`src/rtl/bar_key_driver.sv`:
```
// Drives active-low KEY presses so the LED-bar controller steps to a requested level,
// confirming each step by decoding the thermometer bar after a settle interval.
module bar_key_driver #(
  parameter int unsigned PRESS_CYCLES  = 4,
  parameter int unsigned SETTLE_CYCLES = 25000000,
  parameter int unsigned MAX_RETRIES   = 2,
  parameter int unsigned KEY_INC       = 0,
  parameter int unsigned KEY_DEC       = 1
) (
  input  logic       CLOCK_50,
  input  logic       RESET,
  input  logic       START,
  input  logic [3:0] TARGET,
  input  logic [9:0] LEDR_IN,
  output logic [1:0] KEY_OUT,
  output logic       BUSY,
  output logic       DONE,
  output logic [1:0] ERR,
  output logic [3:0] LEVEL
);

  localparam int unsigned MaxCnt = (PRESS_CYCLES > SETTLE_CYCLES) ? PRESS_CYCLES : SETTLE_CYCLES;
  localparam int unsigned CntW   = ($clog2(MaxCnt + 1) > 25) ? $clog2(MaxCnt + 1) : 25;
  localparam int unsigned RetW   = ($clog2(MAX_RETRIES + 1) > 1) ? $clog2(MAX_RETRIES + 1) : 1;
  localparam logic        KeyIncBit = 1'(KEY_INC);
  localparam logic        KeyDecBit = 1'(KEY_DEC);

  localparam logic [2:0] StIdle    = 3'd0;
  localparam logic [2:0] StCheck   = 3'd1;
  localparam logic [2:0] StPress   = 3'd2;
  localparam logic [2:0] StRelease = 3'd3;
  localparam logic [2:0] StFinish  = 3'd4;

  localparam logic [1:0] ErrOk      = 2'd0;
  localparam logic [1:0] ErrTimeout = 2'd1;
  localparam logic [1:0] ErrBad     = 2'd2;
  localparam logic [1:0] ErrDir     = 2'd3;

  logic [2:0]      state_q, state_d;
  logic [3:0]      target_q, target_d;
  logic [3:0]      level_q, level_d;
  logic            dir_q, dir_d;  // 0 = increment, 1 = decrement
  logic [RetW-1:0] retry_q, retry_d;
  logic [CntW-1:0] cnt_q, cnt_d;
  logic [1:0]      err_q, err_d;

  // {valid, level}: valid only for k ones contiguous from bit 9 with zeros below
  function automatic logic [4:0] decode_bar(input logic [9:0] bar);
    logic [4:0] res;
    res = '0;
    for (int k = 0; k <= 10; k++) begin
      if (bar == ~(10'h3FF >> k)) res = {1'b1, 4'(k)};
    end
    return res;
  endfunction

  logic [4:0] dec;
  logic       dec_ok;
  logic [3:0] dec_lvl;
  logic       step_ok;

  always_comb begin
    dec     = decode_bar(LEDR_IN);
    dec_ok  = dec[4];
    dec_lvl = dec[3:0];
    step_ok = dir_q ? (4'(dec_lvl + 4'd1) == level_q) : (dec_lvl == 4'(level_q + 4'd1));
  end

  always_comb begin
    state_d  = state_q;
    target_d = target_q;
    level_d  = level_q;
    dir_d    = dir_q;
    retry_d  = retry_q;
    err_d    = err_q;
    cnt_d    = cnt_q + CntW'(1);
    case (state_q)
      StIdle: begin
        cnt_d = '0;
        if (START) begin
          target_d = TARGET;
          err_d    = ErrOk;
          state_d  = StCheck;
          if (TARGET > 4'd10) begin
            err_d   = ErrBad;
            state_d = StFinish;
          end
        end
      end
      StCheck: begin
        cnt_d = '0;
        if (!dec_ok) begin
          err_d   = ErrBad;
          state_d = StFinish;
        end else begin
          level_d = dec_lvl;
          if (dec_lvl == target_q) begin
            state_d = StFinish;
          end else begin
            dir_d   = (dec_lvl > target_q);
            retry_d = '0;
            state_d = StPress;
          end
        end
      end
      StPress: begin
        if (cnt_q == CntW'(PRESS_CYCLES - 1)) begin
          cnt_d   = '0;
          state_d = StRelease;
        end
      end
      StRelease: begin
        if (cnt_q == CntW'(SETTLE_CYCLES - 1)) begin
          cnt_d = '0;
          if (!dec_ok) begin
            err_d   = ErrBad;
            state_d = StFinish;
          end else begin
            // level_q still holds the level seen before this press
            level_d = dec_lvl;
            if (dec_lvl == level_q) begin
              if (retry_q == RetW'(MAX_RETRIES)) begin
                err_d   = ErrTimeout;
                state_d = StFinish;
              end else begin
                retry_d = retry_q + RetW'(1);
                state_d = StPress;
              end
            end else if (step_ok) begin
              state_d = StCheck;
            end else begin
              err_d   = ErrDir;
              state_d = StFinish;
            end
          end
        end
      end
      StFinish: begin
        cnt_d   = '0;
        state_d = StIdle;
      end
      default: begin
        cnt_d   = '0;
        state_d = StIdle;
      end
    endcase
  end

  always_ff @(posedge CLOCK_50 or posedge RESET) begin
    if (RESET) begin
      state_q  <= StIdle;
      target_q <= '0;
      level_q  <= '0;
      dir_q    <= 1'b0;
      retry_q  <= '0;
      cnt_q    <= '0;
      err_q    <= ErrOk;
    end else begin
      state_q  <= state_d;
      target_q <= target_d;
      level_q  <= level_d;
      dir_q    <= dir_d;
      retry_q  <= retry_d;
      cnt_q    <= cnt_d;
      err_q    <= err_d;
    end
  end

  // Outputs decode straight from state so reset releases the key immediately
  always_comb begin
    KEY_OUT = 2'b11;
    if (state_q == StPress) KEY_OUT[dir_q ? KeyDecBit : KeyIncBit] = 1'b0;
    BUSY  = (state_q == StCheck) || (state_q == StPress) || (state_q == StRelease);
    DONE  = (state_q == StFinish);
    ERR   = err_q;
    LEVEL = level_q;
  end

endmodule

```
`config.mk`:
```
export PLATFORM = sky130hd
export DESIGN_NAME = bar_key_driver
export DESIGN_NICKNAME = d
export VERILOG_FILES = /design/src/rtl/bar_key_driver.sv
export SDC_FILE = /design/constraint.sdc
export NUM_CORES = 1
export LEC_CHECK = 0
export BUFFER_PORTS_ARGS = -buffer_cell sky130_fd_sc_hd__buf_2
export CELL_PAD_IN_SITES_DETAIL_PLACEMENT = 0
export CELL_PAD_IN_SITES_GLOBAL_PLACEMENT = 1
export CORE_MARGIN = 5
export CORE_UTILIZATION = 35
export DETAILED_ROUTE_END_ITERATION = 6
export PLACE_DENSITY = 0.74
export REMOVE_ABC_BUFFERS = 1
export SYNTH_ARGS = -nofsm -noshare
export SYNTH_HDL_FRONTEND = slang
export SYNTH_SLANG_ARGS = --single-unit
```
`constraint.sdc`:
```
create_clock -name CLOCK_50 -period 2.46 [get_ports CLOCK_50]
set_input_delay 0 -clock CLOCK_50 [delete_from_list [all_inputs] [get_ports CLOCK_50]]
set_output_delay 0 -clock CLOCK_50 [all_outputs]
set_load 0.005 [all_outputs]
```
==> metrics.md, run 1 <==
| Metric | Value |
|---|---|
| Outcome | finished, final reports clean |
| Routed length per instance | ~14 µm |
| Final setup violation count | 0 |
| Hold path startpoint | START |
| Highest fanout seen on the critical path | 5 |
| DRC violations left | 0 |
| Final Worst Setup Slack | about 110 ps |
| Insertion delay of the later-clocked pin in the worst-skew pair | 300 ps |
| CP max stage cell | dfrtp_1 |
| Clk pin slew, worst setup/hold paths | about 80 ps |
| Total routed wirelength | roughly 6600 µm |
| Detailed Route Iter0 Violations | 77 |
| Number of sinks on the clock net | 41 |
| DR pass1 iterations | 4 |
| Chip width | 98.0 µm |
| Full die area | 9610 µm² |
| Antenna diode instance count | 0 |
| Vias in the first global route | approximately 2500 |
| Placement row count | 32 |
| Reg power frac | 0.545 |
| Dominant delay contributor by cell family on the critical path | simple AND/OR/NAND/NOR gates |
| Vias after detailed routing | between 2000 and 2500 |
| Dpl cell area | roughly 3300 µm² |
| Critical path startpoint category | flip-flop |
| Initial antenna violation count | 0 |
| Cell count of the worst hold path | 4 |
| Filler Cell Count | roughly 760 |
| Arrival time worst endpoint | roughly 2500 ps |
| Top-level port count | 27 |
| Netlist cell types | 48 |
| Total of buffers placed on input and output ports | 26 |
| Starting Density | 0.355 |
| Worst min path class | in2reg |
| F_max | 0.425 GHz |
| Share of flip-flops with an asynchronous set or reset after synthesis | 1.00 |
| Number of instances in the synthesized netlist | roughly 310 |
| Most common cell after layout, fill and taps aside | buf_4 |
| RePlAce Congestion | about 0.86 |
| Pwr Density | ~360 nW/µm² |
| Number of buffers inserted during clock tree synthesis | 5 |
| Post-synth top flop | dfrtp_1 |
| Worst setup slack for register-to-register paths | between 100 and 150 ps |
| Maximum number of pins on one net before global-route repair | 42 |
| TritonCTS clock tree | built |
| Max-cap check violation count | 0 |
| Transition time at the pin with the least slew margin | approximately 540 ps |
| H-tree depth | 2 |
| Number of flops mapped to enable cells by yosys | 0 |
| Switching pwr | 294 µW |
| Count of final max-slew check failures | 0 |
| Mean post-synth cell area | about 8.9 µm² |
| Final layout net count | 403 |
| Internal power contribution | around 950 µW |
| Deepest clock path buffer count | 2 |
| Cell repeated most along the worst path | buf_4 |
| Total count of hold-check failures in the final report | 0 |
| Critical register-to-register path endpoint | LEVEL[3]$_DFFE_PP0P_ |
| Clk root buf | clkbuf_8 |
| Launching point of the worst reg2reg path | cnt_q[0]$_DFF_PP0_ |
| Cell-by-cell trace of the critical path | ha_1 -> and3_1 -> nand3_1 -> nor4_2 -> buf_4 -> nor2_1 -> nor4_1 -> buf_4 -> mux2_2 |
| Most frequent cells in the layout | 47 x buf_4, 41 x dfrtp_1, 36 x nor2_1 |
| Final worst clock skew | between 10 and 15 ps |
| Aggregate global routing overflow | 0 |
| Required arrival time at the worst endpoint | ~2700 ps |
| Power, Total | approximately 1.2 mW |
| Worst R2R Path Depth | 9 |
| Part of the power in the clock network | 0.367 |
| Antenna viol nets, final | 0 |
| Combined flip-flop and latch cell area | ~1000 µm² |
| Critical path buffer and inverter count | 2 |
| Worst-case vdd ir drop | approximately 330 µV |
| Switching share of total power | 0.236 |
| Post-route fraction of the period consumed by the critical path | 0.956 |
| Layout cells sized above 1 | 0.272 |
| Number of warning messages in the yosys log | 0 |
| Half-perimeter wire length of the detailed placement result | 5060 µm |
| Core box area | ~7600 µm² |
| Combinational Power Share | 0.088 |
| Cell area after layout | around 3400 µm² |
| Worst hold endpoint | state_q[2]$_DFFE_PP0P_ |
| Worst setup EP type | flip-flop |
| Final min period | approximately 2400 ps |
| Static leakage power | 1.57 nW |
| Post-Synthesis Cell Area | ~2700 µm² |
| Peak per-stage delay on the critical path | around 410 ps |
| Synthesized flop and latch total | 41 |
| Final core area utilization | 0.451 |
| Sequential area share after synthesis | 0.378 |
| Global-route wire length before repair | 11700 µm |
| Worst setup path category | reg2reg |
| Detail-routed via count per cell | ~5.1 |
| Multi-input logic area | 1610 µm² |
| Area growth from synthesis to layout | 27.1% |
| Die span in y | 98.0 µm |
| Headroom to the max-slew limit | 0.643 |
| Pre-CTS WS | -374 ps |
| Global-route total usage across every layer | 0.146 |
[final cells by class]
class                           count  area share
Multi-Input combinational cell    237       0.468
Sequential cell                    41       0.298
Timing Repair Buffer               78       0.155
Tap cell                          102      0.0370
Clock buffer                        6      0.0240
Inverter                           15      0.0163
Clock inverter                      1     0.00218
[state kept, by name, indices dropped and copies added, names as in the netlist]
register / count
ERR: 2
retry_q: 2
cnt_q: 25
state_q: 3
dir_q: 1
LEVEL: 4
target_q: 4
[synth_stat cells, types with 2 or more instances]
cell type	n	share of area
xnor2_1	15	0.048
nor2b_1	6	0.014
ha_1	8	0.037
nor4b_1	4	0.013
inv_1	15	0.021
mux2_2	6	0.025
a211oi_1	5	0.014
and3_2	2	0.0055
a211o_1	2	0.0065
nand4_1	10	0.023
nor2_1	36	0.050
nand2_1	21	0.029
nand3_1	12	0.022
o21ai_0	16	0.030
dfrtp_1	41	0.38
clkbuf_1	9	0.012
and3_1	5	0.012
a21oi_1	8	0.015
nand2b_1	2	0.0046
and2_1	4	0.0092
o211ai_2	2	0.0092
xor2_1	19	0.061
nor3_1	12	0.022
and4_1	4	0.013
or3_1	3	0.0069
buf_6	2	0.0083
nor4_1	12	0.028
a31oi_1	4	0.0092
[stage by stage]
stage | hold WS, ps | TNS [ps] | std cells
floorplan | 117 | -1260 | 293
global placement | 156 | -1970 | 467
detailed placement | 163 | -2240 | 467
CTS | 113 | 0 | 480
global route | 158 | -91.6 | 480
finish | 126 | 0 | 480
[layer usage]
layer	global-route usage	share of wire
met5	0	0
met4	0.0501	0.013
met3	0.0271	0.038
met2	0.255	0.50
met1	0.179	0.44
[logic make-up (layout without fill, tap and decap cells)]
group / Yosys count / after routing / share of synthesized area
simple gates: 142 / 142 / 0.288
buf+inv: 27 / 100 / 0.0434
flops: 41 / 41 / 0.378
compound gates: 47 / 47 / 0.119
fa+ha+maj: 8 / 8 / 0.0369
mux: 6 / 6 / 0.0249
xor+xnor: 34 / 34 / 0.110
[power by group through the flow]
stage	combinational (mW)	clock, mW	sequential [mW]
final	0.110	0.456	0.679
after global routing	0.124	0.510	0.679
after CTS	0.110	0.473	0.679
after global placement	0.101	0	0.692
after floorplan	0.0409	0	0.692
after detailed placement	0.102	0	0.692
[worst reg2reg max path: cells and delay by family, from the launching register on]
kind	cells	cell delay, ps
multiplexers	1	330
flip-flops	1	410
adder cells (fa/ha/maj)	1	230
buffers and inverters	2	370
AND/OR/NAND/NOR	5	910
[worst max-delay path by stage]
stage / from / endpoint / depth (start not counted)
after floorplan: LEDR_IN[2] / ERR[0]$_DFFE_PP0P_ / 11
after global placement: LEDR_IN[2] / ERR[0]$_DFFE_PP0P_ / 12
after detailed placement: LEDR_IN[2] / ERR[0]$_DFFE_PP0P_ / 12
after CTS: cnt_q[0]$_DFF_PP0_ / ERR[0]$_DFFE_PP0P_ / 9
after global routing: cnt_q[0]$_DFF_PP0_ / LEVEL[3]$_DFFE_PP0P_ / 9
final: cnt_q[0]$_DFF_PP0_ / LEVEL[3]$_DFFE_PP0P_ / 9
[timing repair]
action                                  4_1_cts  5_1_grt
pin swaps                                     3        3
setup buffers                                 1        0
hold buffers                                  5        0
endpoints found under the hold margin        45        0
endpoints found under the setup margin        2        6
gates resized for setup                       3        6
(Power assumes the default switching activity.)
==> inputs of run 2 (changes only) <==
--- a/config.mk
+++ b/config.mk
@@ -5,7 +5,7 @@
 export SDC_FILE = /design/constraint.sdc
 export NUM_CORES = 1
 export LEC_CHECK = 0
-export BUFFER_PORTS_ARGS = -buffer_cell sky130_fd_sc_hd__buf_2
+export BUFFER_PORTS_ARGS = -buffer_cell sky130_fd_sc_hd__buf_4
 export CELL_PAD_IN_SITES_DETAIL_PLACEMENT = 0
 export CELL_PAD_IN_SITES_GLOBAL_PLACEMENT = 1
 export CORE_MARGIN = 5
==> run 2 against run 1 <==
  * Global-route usage up 0.13 points
  * Utilization up 1.7 points
  * Combinational power up 9%
  * Clock skew fell by 0.92 ps
  * Critical path depth grew 2
  * Clock power shrank 5.0%
  * Final cell count up 1.5%
  * Register-to-register slack better by 40 ps
  * Sequential share of layout area fell by 1.1 points
  * First-iteration DRC count grew 35%
  * Setup slack lost 13 ps
  * Critical path type is now in2reg
  * Highest routed layer unchanged
==> metrics.md, run 2 (synthesized netlist as in run 1, its figures left out) <==
| Metric | Value |
|---|---|
| Outcome | finished, final reports clean |
| DR pass1 iterations | 4 (unchanged) |
| Critical path startpoint category | primary input |
| Placement row count | 32 (unchanged) |
| F_max | 0.423 GHz (-0.54%) |
| Static leakage power | 1.62 nW (+2.8%) |
| Critical path buffer and inverter count | 1 (-1) |
| TritonCTS clock tree | built |
| Chip width | 98.0 µm (unchanged) |
| Starting Density | 0.355 (unchanged) |
| Setup tns final | 0 ps (unchanged) |
| Highest fanout seen on the critical path | 3 (-2) |
| Peak per-stage delay on the critical path | 540 ps (+130 ps) |
| Final worst clock skew | 10.8 ps (-0.920 ps) |
| Clk root buf | clkbuf_8 |
| Total of buffers placed on input and output ports | 26 (unchanged) |
| Half-perimeter wire length of the detailed placement result | 5160 µm (+2.1%) |
| Routed length per instance | 14.0 µm (+2.4%) |
| CP max stage cell | or4b_4 |
| Worst path depth | 11 (+2) |
| Global-route total usage across every layer | 0.147 (+0.00133) |
| Number of sinks on the clock net | 41 (unchanged) |
| Pwr Density | 345 nW/µm² (-4.6%) |
| Final setup violation count | 0 (unchanged) |
| Top-level port count | 27 (unchanged) |
| Die span in y | 98.0 µm (unchanged) |
| Worst-case vdd ir drop | 298 µV (-8.5%) |
| Headroom to the max-slew limit | 0.655 (+0.0127) |
| Total routed wirelength | 6830 µm (+3.9%) |
| Worst setup EP type | flip-flop |
| Full die area | 9610 µm² (unchanged) |
| Deepest clock path buffer count | 2 (unchanged) |
| Power, Total | 1.23 mW (-1.1%) |
| Post-route fraction of the period consumed by the critical path | 0.961 (+0.00521) |
| Worst min path class | in2reg |
| Most common cell after layout, fill and taps aside | buf_4 |
| RePlAce Congestion | 0.868 (+0.72%) |
| Final layout net count | 409 (+1.5%) |
| Count of final max-slew check failures | 0 (unchanged) |
| Dominant delay contributor by cell family on the critical path | simple AND/OR/NAND/NOR gates |
| Core box area | 7650 µm² (unchanged) |
| H-tree depth | 2 (unchanged) |
| Required arrival time at the worst endpoint | 2640 ps (about the same) |
| Cell count of the worst hold path | 4 (unchanged) |
| Vias after detailed routing | 2533 (+3.6%) |
| Worst R2R Path Depth | 9 (unchanged) |
| Insertion delay of the later-clocked pin in the worst-skew pair | 290 ps (about the same) |
| Clk pin slew, worst setup/hold paths | 80 ps (about the same) |
| Final core area utilization | 0.467 (+0.0165) |
| Total count of hold-check failures in the final report | 0 (unchanged) |
| Maximum number of pins on one net before global-route repair | 42 (unchanged) |
| Detail-routed via count per cell | 5.20 (+2.1%) |
| Antenna diode instance count | 0 (unchanged) |
| Initial antenna violation count | 0 (unchanged) |
| Cell-by-cell trace of the critical path | buf_4 -> or3_4 -> or4b_4 -> and3_4 -> ha_2 -> xnor2_2 -> xnor2_1 -> nor3_2 -> a31oi_2 -> o211ai_2 -> mux2_2 |
| Vias in the first global route | 2562 (+1.9%) |
| Layout cells sized above 1 | 0.296 (+0.0236) |
| Aggregate global routing overflow | 0 (unchanged) |
| Global-route wire length before repair | 11900 µm (+1.7%) |
| Number of buffers inserted during clock tree synthesis | 5 (unchanged) |
| Worst setup path category | in2reg |
| Final min period | 2360 ps (+12.8 ps) |
| Arrival time worst endpoint | 2540 ps (about the same) |
| Largest register FFs | 25 (unchanged) |
| Antenna viol nets, final | 0 (unchanged) |
| Most frequent cells in the layout | 79 x buf_4, 41 x dfrtp_1, 36 x nor2_1 |
| Register name with the most flops | cnt_q |
| DRC violations left | 0 (unchanged) |
| Max-cap check violation count | 0 (unchanged) |
| Transition time at the pin with the least slew margin | 517 ps (-19.1 ps) |
| Detailed Route Iter0 Violations | 104 (+35%) |
| Area growth from synthesis to layout | 31.7% |
## run 2: layer usage
metal	up-vias	global-route usage	wire length [µm]
met1	1229	0.183	3050
met4	0	0.0447	90
li1	1248	-	-
met2	48	0.260	3430
met5	-	0	0
met3	8	0.0250	259
## run 2: power breakdown
group,internal [mW],switching [mW]
sequential,0.677,0.00130
clock,0.197,0.236
combinational,0.0608,0.0593
total,0.935,0.296
## run 2: repair_timing
item | in CTS | in global routing
setup buffers | 5 | 0
endpoints found under the hold margin | 45 | 0
gates resized for setup | 7 | 10
endpoints found under the setup margin | 3 | 8
pin swaps | 7 | 4
hold buffers | 5 | 0
## run 2: path summary, 6_finish.rpt
check | from | to | slack [ps]
worst max-delay path | LEDR_IN[2] | ERR[0]$_DFFE_PP0P_ | 100
max in group asynchronous | RESET | cnt_q[12]$_DFF_PP0_ | 1700
worst max register to register | cnt_q[0]$_DFF_PP0_ | ERR[0]$_DFFE_PP0P_ | 150
min in group asynchronous | RESET | target_q[0]$_DFFE_PP0P_ | 380
worst min register to register | retry_q[0]$_DFFE_PP0P_ | retry_q[0]$_DFFE_PP0P_ | 510
worst min-delay path | START | state_q[2]$_DFFE_PP0P_ | 130
## run 2: through the flow
| step | hold WS (ps) | setup slack (ps) | area (µm²) | std cells |
|---|---|---|---|---|
| CTS | 127 | 24.0 | 3530 | 487 |
| global placement | 171 | -312 | 3340 | 470 |
| floorplan | 117 | -278 | 2650 | 293 |
| detailed placement | 174 | -360 | 3340 | 470 |
| global route | 158 | -12.5 | 3570 | 487 |
| finish | 134 | 95.8 | 3570 | 487 |
## run 2: worst min-delay path: stages
cell,delay [ps]
buf_4,130
nand3_1,80
a211o_1,110
o41ai_1,60
## run 2: final cells by class
class,instances,area (µm²)
Fill cell,737,4070
Multi-Input combinational cell,237,1640
Sequential cell,41,1030
Timing Repair Buffer,84,643
Tap cell,102,128
Clock buffer,6,72.6
Inverter,15,56.3
Clock inverter,2,10.0
==> inputs of run 3 (changes only) <==
--- a/config.mk
+++ b/config.mk
@@ -9,9 +9,9 @@
 export CELL_PAD_IN_SITES_DETAIL_PLACEMENT = 0
 export CELL_PAD_IN_SITES_GLOBAL_PLACEMENT = 1
 export CORE_MARGIN = 5
-export CORE_UTILIZATION = 35
+export CORE_UTILIZATION = 45
 export DETAILED_ROUTE_END_ITERATION = 6
-export PLACE_DENSITY = 0.74
+export PLACE_DENSITY = 0.86
 export REMOVE_ABC_BUFFERS = 1
 export SYNTH_ARGS = -nofsm -noshare
 export SYNTH_HDL_FRONTEND = slang
==> constraint.sdc (replaced) <==
create_clock -name CLOCK_50 -period 2.6 [get_ports CLOCK_50]
set_input_delay 0 -clock CLOCK_50 [delete_from_list [all_inputs] [get_ports CLOCK_50]]
set_output_delay 0 -clock CLOCK_50 [all_outputs]
set_load 0.005 [all_outputs]
==> run 3 against run 2 <==
  * First-iteration DRC count up 25%
  * Final cell count fell by 9.2%
  * Combinational power down 12%
  * Critical path type unchanged
  * Critical endpoint is now state_q[2]$_DFFE_PP0P_
==> metrics.md, run 3 (synthesized netlist as in run 1, its figures left out) <==
| Metric | Value |
|---|---|
| Headroom to the max-slew limit | 0.572 (-0.0832) |
| Half-perimeter wire length of the detailed placement result | 4890 µm (-5.3%) |
| Largest register FFs | 25 (unchanged) |
| DRC violations left | 0 (unchanged) |
| Switching pwr | 285 µW (-3.9%) |
| Setup bufs post-CTS | 0 (-5) |
| Vias in the first global route | 2347 (-8.4%) |
| Die span in y | 87.6 µm (-11%) |
| Full die area | 7680 µm² (-20%) |
| Worst min path class | in2reg |
| Post-route fraction of the period consumed by the critical path | 0.942 |
| Worst setup slack for register-to-register paths | 210 ps (+60 ps) |
| Worst setup EP type | flip-flop |
| Cell area after layout | 3400 µm² (-4.9%) |
| Antenna viol nets, final | 0 (unchanged) |
| Critical path startpoint category | primary input |
| Count of final max-slew check failures | 0 (unchanged) |
| Aggregate global routing overflow | 0 (unchanged) |
| Pre-CTS WS | -207 ps (+154 ps) |
| Final Worst Setup Slack | 151 ps (+54.9 ps) |
| Worst hold endpoint | state_q[2]$_DFFE_PP0P_ |
| Critical register-to-register path endpoint | ERR[1]$_DFFE_PP0P_ |
| Total count of hold-check failures in the final report | 0 (unchanged) |
| Initial antenna violation count | 0 (unchanged) |
| Insertion delay of the later-clocked pin in the worst-skew pair | 290 ps (about the same) |
| Antenna diode instance count | 0 (unchanged) |
| Deepest clock path buffer count | 2 (unchanged) |
| Global-route total usage across every layer | 0.178 (+0.0312) |
| TritonCTS clock tree | built |
| Worst R2R Path Depth | 9 (unchanged) |
| Maximum number of pins on one net before global-route repair | 26 (-38%) |
| Layout cells sized above 1 | 0.237 (-0.0590) |
| Chip width | 87.6 µm (-11%) |
| Top-level port count | 27 (unchanged) |
| Clk root buf | clkbuf_8 |
| Outcome | finished, final reports clean |
| Transition time at the pin with the least slew margin | 641 ps (+124 ps) |
| Global-route wire length before repair | 11000 µm (-6.9%) |
| Number of buffers inserted during clock tree synthesis | 5 (unchanged) |
| Routed length per instance | 14.4 µm (+2.7%) |
| Reg power frac | 0.471 (-0.080) |
| Detail-routed via count per cell | 5.45 (+4.7%) |
| Total routed wirelength | 6360 µm (-6.8%) |
| Placement row count | 28 (-13%) |
| Min Hold Slack | 135 ps (+1.39 ps) |
| Highest fanout seen on the critical path | 3 (unchanged) |
| DR pass1 iterations | 4 (unchanged) |
| Worst setup path category | in2reg |
| Area growth from synthesis to layout | 25.3% |
| Switching share of total power | 0.209 (-0.0317) |
| Filler Cell Count | 545 (-26%) |
| Required arrival time at the worst endpoint | 2770 ps (+130 ps) |
| Detailed Route Iter0 Violations | 130 (+25%) |
| Final layout net count | 391 (-4.4%) |
| Part of the power in the clock network | 0.452 (+0.100) |
| Starting Density | 0.461 (+0.106) |
| Dpl cell area | 3200 µm² (-4.2%) |
| Internal power contribution | 1.08 mW (+15%) |
| Most frequent cells in the layout | 61 x buf_4, 41 x dfrtp_1, 36 x nor2_1 |
| Most common cell after layout, fill and taps aside | buf_4 |
| Combinational Power Share | 0.077 (-0.020) |
| Launching point of the worst reg2reg path | cnt_q[0]$_DFF_PP0_ |
| Final setup violation count | 0 (unchanged) |
| Max-cap check violation count | 0 (unchanged) |
| Number of sinks on the clock net | 41 (unchanged) |
| Core box area | 5890 µm² (-23%) |
| Total of buffers placed on input and output ports | 26 (unchanged) |
| Hold path startpoint | START |
| Pwr Density | 401 nW/µm² (+16%) |
| Clk pin slew, worst setup/hold paths | 80 ps (about the same) |
| Worst-case vdd ir drop | 341 µV (+15%) |
| Arrival time worst endpoint | 2620 ps (+80 ps) |
| Register name with the most flops | cnt_q |
| RePlAce Congestion | 0.826 (-4.8%) |
| F_max | around 0.4 GHz |
| Vias after detailed routing | 2408 (-4.9%) |
| Cell count of the worst hold path | 4 (unchanged) |
| Final min period | roughly 2400 ps |
| Final worst clock skew | 6.49 ps (-4.28 ps) |
| Static leakage power | 1.55 nW (-4.3%) |
| Power, Total | 1.36 mW (+11%) |
| H-tree depth | 2 (unchanged) |
-- run 3: power groups by stage --
stage / clock [mW] / sequential [mW] / combinational [mW]
after floorplan: 0 / 0.655 / 0.0387
after global placement: 0 / 0.655 / 0.0969
after detailed placement: 0 / 0.655 / 0.0982
after CTS: 0.632 / 0.642 / 0.105
after global routing: 0.660 / 0.643 / 0.117
final: 0.617 / 0.642 / 0.105
-- run 3: what timing repair did --
action	in CTS	in global routing
gates resized for setup	0	3
endpoints found under the setup margin	0	5
hold buffers	5	0
hold endpoints to repair	20	0
-- run 3: metal layers --
metal	GRT usage	wire [µm]	part of all wire	vias to the layer above
li1	-	-	-	1214
met1	0.257	3130	0.49	1150
met2	0.284	2930	0.46	40
met3	0.0282	258	0.041	4
met4	0.0377	39	0.0061	0
met5	0	0	0	-
-- run 3: worst max-delay path by stage --
| stage | slack (ps) | from | to | cells past startpoint |
|---|---|---|---|---|
| after detailed placement | -210 | LEDR_IN[2] | ERR[1]$_DFFE_PP0P_ | 12 |
| after CTS | 120 | LEDR_IN[2] | ERR[1]$_DFFE_PP0P_ | 12 |
| after global placement | -130 | LEDR_IN[2] | ERR[1]$_DFFE_PP0P_ | 12 |
| after floorplan | -140 | LEDR_IN[2] | ERR[0]$_DFFE_PP0P_ | 11 |
| after global routing | -2 | LEDR_IN[2] | ERR[1]$_DFFE_PP0P_ | 12 |
| final | 150 | LEDR_IN[2] | state_q[2]$_DFFE_PP0P_ | 13 |
-- run 3: cell type report --
class                      count  area [µm²]  area share
clock buffer                   5        68.8      0.0202
clock inverter                 3        68.8      0.0202
inverter                      15        56.3      0.0166
multi-input combinational    237        1580       0.464
sequential                    41        1030       0.302
tap                           75        93.8      0.0276
timing repair buffer          66         508       0.149
-- run 3: per-stage QoR --
| stage | TNS (ps) | std cells | util |
|---|---|---|---|
| global route | -1.80 | 442 | 0.578 |
| CTS | 0 | 442 | 0.576 |
| finish | 0 | 442 | 0.578 |
| floorplan | -430 | 293 | - |
| detailed placement | -1080 | 429 | 0.544 |
| global placement | -701 | 429 | 0.544 |
-- run 3: worst max-delay path: stages --
cell	delay (ps)
buf_4	110
or3_1	400
or3_2	450
o211ai_2	160
and3_2	210
ha_1	240
xnor2_1	160
nand2_1	80
nor3_2	180
a31oi_1	80
buf_4	150
nor3_1	270
o41ai_1	130
